File: src/rtl/call_stack.sv
// Return-address stack for the MUSA core: CALL pushes the return PC, RET pops it, tail-call replaces the top.
// Build option CALL_STACK_GUARD_EN: drop pushes on a full stack; when undefined, a full push overwrites the oldest entry.
module call_stack #(
  parameter int DEPTH = 8,
  parameter int AW    = 32
) (
  input  logic          clk,
  input  logic          rst_n,
  input  logic          step,
  input  logic          push,
  input  logic          pop,
  input  logic [AW-1:0] push_addr,
  input  logic          clr_err,
  output logic [AW-1:0] top_addr,
  output logic          empty,
  output logic          full,
  output logic          overflow,
  output logic          underflow
);
  localparam int SPW = (DEPTH > 1) ? $clog2(DEPTH) : 1;
  localparam logic [SPW-1:0] SP_ONE  = SPW'(1);
  localparam logic [SPW:0]   CNT_ONE = (SPW+1)'(1);
  localparam logic [SPW:0]   CNT_MAX = (SPW+1)'(DEPTH);
`ifdef CALL_STACK_GUARD_EN
  localparam logic GUARD = 1'b1;
`else
  localparam logic GUARD = 1'b0;
`endif

  logic [AW-1:0]  r_mem [DEPTH];
  logic [SPW-1:0] r_sp;
  logic [SPW:0]   r_count;
  logic           r_overflow;
  logic           r_underflow;

  logic [SPW-1:0] w_sp_m1;
  logic           w_empty, w_full;
  logic           w_req_push, w_req_pop, w_req_repl;
  logic           w_do_push, w_do_pop, w_do_repl;
  logic           w_ov_ev, w_un_ev;

  assign w_sp_m1 = r_sp - SP_ONE;
  assign w_empty = (r_count == '0);
  assign w_full  = (r_count == CNT_MAX);

  assign w_req_push = step &  push & ~pop;
  assign w_req_pop  = step & ~push &  pop;
  assign w_req_repl = step &  push &  pop;

  // A tail call on an empty stack has no top to overwrite, so it becomes a plain push.
  assign w_do_push = (w_req_push | (w_req_repl & w_empty)) & ~(GUARD & w_full);
  assign w_do_repl = w_req_repl & ~w_empty;
  assign w_do_pop  = w_req_pop  & ~w_empty;

  assign w_ov_ev = w_req_push & w_full;
  assign w_un_ev = w_req_pop  & w_empty;

  // Storage is deliberately left out of reset; count gates every read.
  always_ff @(posedge clk) begin
    if (w_do_push)      r_mem[r_sp]    <= push_addr;
    else if (w_do_repl) r_mem[w_sp_m1] <= push_addr;
  end

  always_ff @(posedge clk or negedge rst_n) begin
    if (!rst_n) begin
      r_sp        <= '0;
      r_count     <= '0;
      r_overflow  <= 1'b0;
      r_underflow <= 1'b0;
    end else begin
      if (w_do_push) begin
        r_sp <= r_sp + SP_ONE;
        if (!w_full) r_count <= r_count + CNT_ONE;
      end else if (w_do_pop) begin
        r_sp    <= w_sp_m1;
        r_count <= r_count - CNT_ONE;
      end
      r_overflow  <= (r_overflow  & ~clr_err) | w_ov_ev;
      r_underflow <= (r_underflow & ~clr_err) | w_un_ev;
    end
  end

  assign top_addr  = w_empty ? '0 : r_mem[w_sp_m1];
  assign empty     = w_empty;
  assign full      = w_full;
  assign overflow  = r_overflow;
  assign underflow = r_underflow;
endmodule

File: config.mk
export PLATFORM = sky130hd
export DESIGN_NAME = call_stack
export DESIGN_NICKNAME = d
export VERILOG_FILES = /design/src/rtl/call_stack.sv
export SDC_FILE = /design/constraint.sdc
export NUM_CORES = 1
export LEC_CHECK = 0
export ABC_CLOCK_PERIOD_IN_PS = 4700
export CORE_AREA = 3 3 190 192
export CTS_CLUSTER_DIAMETER = 60
export CTS_CLUSTER_SIZE = 14
export DETAILED_ROUTE_END_ITERATION = 6
export DIE_AREA = 0 0 193 195
export PLACE_DENSITY_LB_ADDON = 0.15
export REMOVE_ABC_BUFFERS = 1
export SETUP_SLACK_MARGIN = 0.4
export SYNTH_ARGS = -nofsm -noshare
export SYNTH_HDL_FRONTEND = slang
export SYNTH_SLANG_ARGS = --single-unit
export TNS_END_PERCENT = 50
File: constraint.sdc
create_clock -name clk -period 4.7 [get_ports clk]
set_input_delay 0.47 -clock clk [delete_from_list [all_inputs] [get_ports clk]]
set_output_delay 0.47 -clock clk [all_outputs]
set_load 0.005 [all_outputs]
# After elaboration in Yosys (flattened, before gate mapping)
# Memory sizes are Yosys's and may differ from the RTL's.
# Index checks and enable logic that the tools add are counted.
# word_totals
register_bits	9
ramBits	256
out_inout_bits	36
word_cells	48
mem_count	1
# op_classes
n_addsub	4
eq_ne	2
mux	14
bitwise	19
n_reduce_logical	4
# memory_table
memory	depth	width	read_ports	rd_clocked_by_memory_dff	wr	line	source
r_mem	8	32	1	0	1	30	logic [AW-1:0] r_mem [DEPTH];
# op_table
op	count
32-bit two-way mux	2
32-bit OR reduction	1
1-bit bitwise AND	12
4-bit two-way mux	3
3-bit two-way mux	3
1-bit two-way mux	6
4-bit by 1-bit adder with 4-bit output, second input constant	1
4-bit == test, second input constant	1
4-bit logical NOT	1
1-bit inverter	4
4-bit by 1-bit subtractor with 4-bit output, second input constant	1
3-bit by 1-bit adder with 3-bit output, second input constant	1
1-bit bitwise OR	3
3-bit by 1-bit subtractor with 3-bit output, second input constant	1
2-bit != test, second input constant	1
2-bit AND reduction	1
2-bit nonzero test	1

# Depth between registers and ports, before layout
# logic_depth
word_depth	8
ltp_mapped	11

# Least setup slack after synthesis
# OpenSTA, ideal clock, no wires.
# synth_timing
path_type	register -> register
start	register r_sp[0]
end	memory r_mem[4][0] (enable)
setup_ps	421
arrival_ps	3629
required_ps	4279
setup_slack_ps	650
path_stages_with_launch	12
path_buffers	6
synth_period_minus_slack_ps	4050
cell_sequence	dfrtp_1 -> buf_2 -> buf_4 -> buf_2 -> inv_1 -> ha_1 -> buf_2 -> buf_2 -> clkbuf_1 -> nand3_1 -> o22a_1 -> nor2_1
# synth_between
elab_chain_len	2
# synth_rtl
item	line	source
start, declared	31	logic [SPW-1:0] r_sp;
start signal, assigned	72	r_sp <= r_sp + SP_ONE;
start signal, assigned	75	r_sp <= w_sp_m1;
3-bit by 1-bit subtractor with 3-bit output	42	assign w_sp_m1 = r_sp - SP_ONE;
3-bit two-way mux (no line) (*)	n/a	
end, declared	30	
# Every way passes the cells marked *; elsewhere a longest branch is shown, timed or not.

# Worst setup path after layout
# layout_timing
start	register r_sp[0]
end	output top_addr[12]
# layout_between
elab_chain_len	3
# layout_rtl
item	line	source
3-bit by 1-bit subtractor with 3-bit output	42	
memory read 8 x 32 bit	n/a	
32-bit two-way mux	83	assign top_addr = w_empty ? '0 : r_mem[w_sp_m1];
end, declared	14	output logic [AW-1:0] top_addr,
# Every way passes these cells.

==> PnR_summary.wiki <==
{| class="wikitable"
! Metric !! Value
|-
| Status || finished, final reports clean
|-
| Rel. slew slack || 34.1%
|-
| Post-detailed-route wirelength per cell || 22.2 um
|-
| Count of boundary I/O pins || 74
|-
| Maximum number of pins on one net before global-route repair || 50
|-
| Yosys cell types || 38
|-
| Share of total power consumed by net switching || 31.4%
|-
| Standard cell core area || 34500 um2
|-
| Count of input and output buffers || 73
|-
| Overall die area || 37600 um2
|-
| Maximum frequency from static timing analysis || 251 MHz
|-
| Avg Vias per Cell || 4.76
|-
| Startpoint Class || flop
|-
| Fin. Hold Viols || 0
|-
| Synthesized cell area || 10400 um2
|-
| Maximum fanout along the worst path || 38
|-
| Worst setup path category || reg2out
|-
| Combinational group share of total power || 40.6%
|-
| Congestion Overflow GR || 0
|-
| Clock period minus final worst setup slack || 3.99 ns
|-
| ANT nets after route || 0
|-
| CTS buffer count || 26
|-
| Count of filler cells inserted in the layout || 3269
|-
| Internal power of the cells || 5.81 mW
|-
| Vias || 5156
|-
| Top cell type's share of synthesized area || 74.1%
|-
| Residual DRC || 0
|-
| First-pass detailed-route iteration total || 4
|-
| Required time at the worst-slack endpoint || 4.23 ns
|-
| Clock latency at the later pin of the worst-skew pair || 0.53 ns
|-
| Longest Clk Path Bufs || 3
|-
| Overall fraction of global-route tracks in use || 13.1%
|-
| Effective utilization at floorplan || 30.0%
|-
| Post-detailed-routing wire length || 24000 um
|-
| Standard-cell row count || 68
|-
| Worst reg-to-reg path cell count || 7
|-
| Count of cells resized by post-cts repair || 0
|-
| Area growth, synth to finish || 22.0%
|-
| Number of H-tree levels || 1
|-
| Count of hold buffers inserted by post-cts repair || 0
|-
| Fin Clk Skew || 0.0121 ns
|-
| Antenna Diode Count || 0
|-
| Number of setup violations in the final report || 0
|-
| Worst-Margin Slew || 0.987 ns
|-
| Die Y || 195 um
|-
| Clock Pin Slew Worst Setup and Hold Paths || 0.06 ns
|-
| DRC marker count from the first detailed-route iteration || 389
|-
| Gp weighted congestion || 0.739
|-
| VDD IR-drop max || 0.000354 V
|-
| Clk sinks || 265
|-
| Ratio of final minimum period to clock period || 84.9%
|-
| CTS tree || built
|-
| First-pass GRT wire length || 36600 um
|-
| Final max-slew violation count || 0
|-
| Final worst slack || 0.709 ns
|-
| Max Cap Viol || 0
|-
| Sequential cell area fraction in the yosys report || 76.3%
|-
| Final Net Count || 656
|-
| Via count of the first global-routing pass || 5635
|-
| Antenna violations before repair || 1
|-
| Average cell area after synthesis || 20.0 um2
|-
| Net switching power of the design || 2.66 mW
|-
| Proportion of power drawn by the clock network || 25.0%
|-
| Fraction of final layout cells with drive strength greater than 1 || 22.5%
|-
| Warning count from the yosys run || 0
|-
| Unrepaired setup endpoints after global routing || no
|-
| Portion of total power attributed to sequential cells || 34.4%
|-
| Element type at the critical path end || primary output
|-
| Final Util || 36.6%
|-
| Worst min path class || in2async
|-
| Horizontal extent of the die || 193 um
|-
| Detailed-placement wirelength estimate || 13900 um
|-
| Post-synth top area cell || sky130_fd_sc_hd__edfxtp_1
|-
| Yosys reg bits || 265
|-
| Total leakage power || 4.04 nW
|-
| Cell types with the largest area share after synthesis || sky130_fd_sc_hd__edfxtp_1 (74%), sky130_fd_sc_hd__mux4_2 (14%), sky130_fd_sc_hd__nand2_1 (2.4%), sky130_fd_sc_hd__dfrtp_1 (2.2%), sky130_fd_sc_hd__a21oi_1 (1.7%)
|-
| Clk root buf || sky130_fd_sc_hd__clkbuf_16
|-
| Post-Place Setup Slack || 1.13 ns
|-
| Crit path arrival time || 3.52 ns
|-
| Power density of the placed cells || 669 nW/um2
|-
| Synthesized instance count || 519
|-
| Post-CTS setup buffers || 0
|}
[placed cells by master (no fill, tap or decap), types with 2 or more instances in the layout]
cell type	count
sky130_fd_sc_hd__a22oi_1	2
sky130_fd_sc_hd__nor2_1	2
sky130_fd_sc_hd__nor3_1	2
sky130_fd_sc_hd__bufinv_16	4
sky130_fd_sc_hd__nand2_1	67
sky130_fd_sc_hd__a2bb2oi_1	2
sky130_fd_sc_hd__clkdlybuf4s50_1	73
sky130_fd_sc_hd__xnor2_1	6
sky130_fd_sc_hd__clkbuf_16	27
sky130_fd_sc_hd__mux4_2	64
sky130_fd_sc_hd__a21oi_1	35
sky130_fd_sc_hd__dfrtp_1	8
sky130_fd_sc_hd__nand3_1	4
sky130_fd_sc_hd__inv_6	2
sky130_fd_sc_hd__o32ai_1	2
sky130_fd_sc_hd__clkinv_2	5
sky130_fd_sc_hd__inv_1	7
sky130_fd_sc_hd__ha_1	3
sky130_fd_sc_hd__clkbuf_1	2
sky130_fd_sc_hd__edfxtp_1	256
sky130_fd_sc_hd__nor2_4	8
sky130_fd_sc_hd__buf_4	20
sky130_fd_sc_hd__clkinv_1	3
[power by group through the flow]
stage,registers (mW),logic [mW],clock network [mW]
2_1_floorplan,3.07,1.82,0
3_3_place_gp,2.96,3.53,0
3_5_place_dp,2.97,3.53,0
4_1_cts,2.92,3.55,2.18
5_1_grt,2.94,3.78,2.28
6_report,2.92,3.43,2.12
[critical path, cell delays in order, from the launching register on]
cell and delay (ns):
sky130_fd_sc_hd__dfrtp_4 0.40, sky130_fd_sc_hd__buf_4 0.62, sky130_fd_sc_hd__buf_4 0.67, sky130_fd_sc_hd__mux4_2 0.60
sky130_fd_sc_hd__nand2_1 0.09, sky130_fd_sc_hd__a21oi_1 0.12, sky130_fd_sc_hd__clkdlybuf4s50_1 0.47
[worst paths after layout]
path | slack [ns] | end | startpoint
setup / recovery | 0.71 | top_addr[12] | r_sp[0]
hold / removal | 0.27 | r_count[3] | rst_n
setup reg to reg | 1.39 | r_mem[6][21] | r_count[0]
hold reg to reg | 0.54 | r_count[3] | r_count[3]
max in group asynchronous | 4.08 | r_sp[0] | rst_n
min in group clk | 0.54 | r_count[3] | r_count[3]
[Yosys cell counts, drive strengths merged]
master,instances
a211oi,1
a21oi,36
a22oi,2
a2bb2oi,2
a31oi,1
and3,2
and4b,1
buf,14
clkbuf,13
clkinv,1
dfrtp,9
edfxtp,256
fa,1
ha,4
inv,8
mux2,1
mux2i,1
mux4,64
nand2,67
nand3,4
nor2,10
nor2b,1
nor3,2
o21a,1
o21ai,2
o22a,1
o32ai,2
o41ai,1
or2,1
or4,1
or4b,1
xnor2,7
xor2,1
[cells by family after synthesis]
logic type | synth area share (%)
buf+inv | 1.58
mux | 14.1
compound gates | 3.03
flops | 76.3
fa+ha+maj | 0.676
xor+xnor | 0.676
simple gates | 3.63
[cell type report]
cell class / count / area (um2) / share of cell area [%]
Sequential cell: 265 / 7920 / 62.6
Multi-Input combinational cell: 218 / 2390 / 18.9
Timing Repair Buffer: 93 / 881 / 6.96
Clock buffer: 29 / 683 / 5.40
Tap cell: 455 / 569 / 4.50
Clock inverter: 14 / 178 / 1.40
Inverter: 9 / 35.0 / 0.277
[through the flow]
step	total power, mW	area (um2)	hold WS [ns]	TNS [ns]	cells
finish	8.47	12700	0.269	0	1083
global placement	6.49	11800	0.510	0	1040
CTS	8.65	12700	0.261	0	1083
detailed placement	6.50	11800	0.519	0	1040
floorplan	4.89	10200	0.174	-500.44	492
global route	8.99	12700	0.266	0	1083
[sequential cells by signal, indices dropped and copies added (netlist names)]
signal,flops
underflow,1
r_count,4
overflow,1
r_mem,256
r_sp,3
[layer usage]
metal  track usage (%)  share of wire, %
met1              18.5                46
met2              21.5                49
met3              2.30               3.9
met4              2.38               1.5
met5                 0             0.054
Power figures use the tool's default switching activity.
==> variant, RTL diff (same settings) <==
Add a define of `CALL_STACK_GUARD_EN`.
--- a/src/rtl/call_stack.sv
+++ b/src/rtl/call_stack.sv
@@ -2,2 +2,4 @@
 // Build option CALL_STACK_GUARD_EN: drop pushes on a full stack; when undefined, a full push overwrites the oldest entry.
+`define CALL_STACK_GUARD_EN
+
 module call_stack #(
Behaviour: no difference found for any inputs over 4 cycles, from zero or initial values and one cycle with rst_n low; that may be too few to reach the edited logic, so the function may still have changed.
==> variant against the original RTL <==
Cell count up 0.18%. Worst hold slack got worse by 0.012 ns. Wire length is essentially flat. Worst setup slack better by 0.046 ns. Maximum frequency rose by 1.2%. Cell area is 0.48% higher. Via count up 1.5%. Synthesized cell count is 1.2% higher. Critical path depth increased by 1. Total power shrank 0.56%. Sequential cell count did not move. Area after synthesis hardly changed. Critical path type unchanged. Highest routed layer is now met4.
==> variant: results (changes against the original RTL) <==
[place]
dpl.cell_count = 1043  ; +0.29%
place_congestion = 0.7317  ; -1.0%
place_ws_ns = 1.101  ; -0.02963 ns
dp_hpwl_mm = 13.38  ; -3.8%

[clock_tree]
cts_buffers = 27  ; +3.8%
clk_latency_ns = 0.55  ; +0.02 ns

[global_routing]
grt_max_degree = 61  ; +22%
antenna_found_initial = 0  ; -1
grtUsageMet2_pct = 21.04  ; -0.46 points
grt_use_met3_pct = 2.406  ; +0.11 points
track_usage_pct = 12.91  ; -0.15 points

[route]
wl_met2_mm = 11.79  ; about the same
dr.max_layer_used = met4
wl_per_cell_um = 22.17  ; -0.11%

[final_layout]
multi_input_area_share_pct = 18.70  ; -0.21 points
buf_share_pct = 7.331  ; +0.37 points
multi_input_area_um2 = 2377  ; -0.63%
fin_nets = 659  ; +0.46%
seq_share_pct = 62.26  ; -0.30 points

[yosys]
yosysSeqAreaShare_pct = 76.24  ; about the same
synth-xor-area-share_pct = 0.5907  ; -0.085 points
synth_compound_area_share_pct = 3.074  ; +0.046 points
synthAdderAreaFrac_pct = 0.4822  ; -0.19 points
netlist_top_cells_count = edfxtp_1 (256), nand2_1 (66), mux4_2 (64)

[power]
seqPwrFrac_pct = 34.3  ; about the same
power.switching_mw = 2.686  ; +1.1%
p_leak_nw = 4.024  ; -0.30%

[sta]
slew_headroom_pct = 36.91  ; +2.8 points
finalClockSkew_ns = 0.02292  ; +0.01079 ns

[run_status]
outcome = finished clean

==> variant: changes by cell type in the layout (fill, tap and decap cells not counted), moves of 4 or more <==
cell | before | now
buf_12 | 0 | 5
buf_4 | 20 | 12
clkinv_2 | 5 | 0
clkinvlp_4 | 0 | 5
nor4_1 | 0 | 4
o21ai_0 | 0 | 5
==> variant: worst paths after layout <==
kind | start | endpoint | slack [ns] | cells past startpoint
worst max-delay path | r_sp[1] | top_addr[17] | 0.75 | 7
worst min-delay path | rst_n | r_sp[0] | 0.26 | 1
worst max register to register | r_sp[1] | r_mem[4][17] | 1.35 | 7
worst min register to register | underflow | underflow | 0.53 | 2
max in group asynchronous | rst_n | r_sp[0] | 4.08 | 1
min in group clk | clr_err | overflow | 0.52 | 2
==> variant: what timing repair did <==
action | in CTS | in global routing
hold buffers | 0 | 0
gates resized for setup | 0 | 1
setup buffers | 0 | 0
endpoints found under the hold margin | 0 | 0
endpoints found under the setup margin | 0 | 6
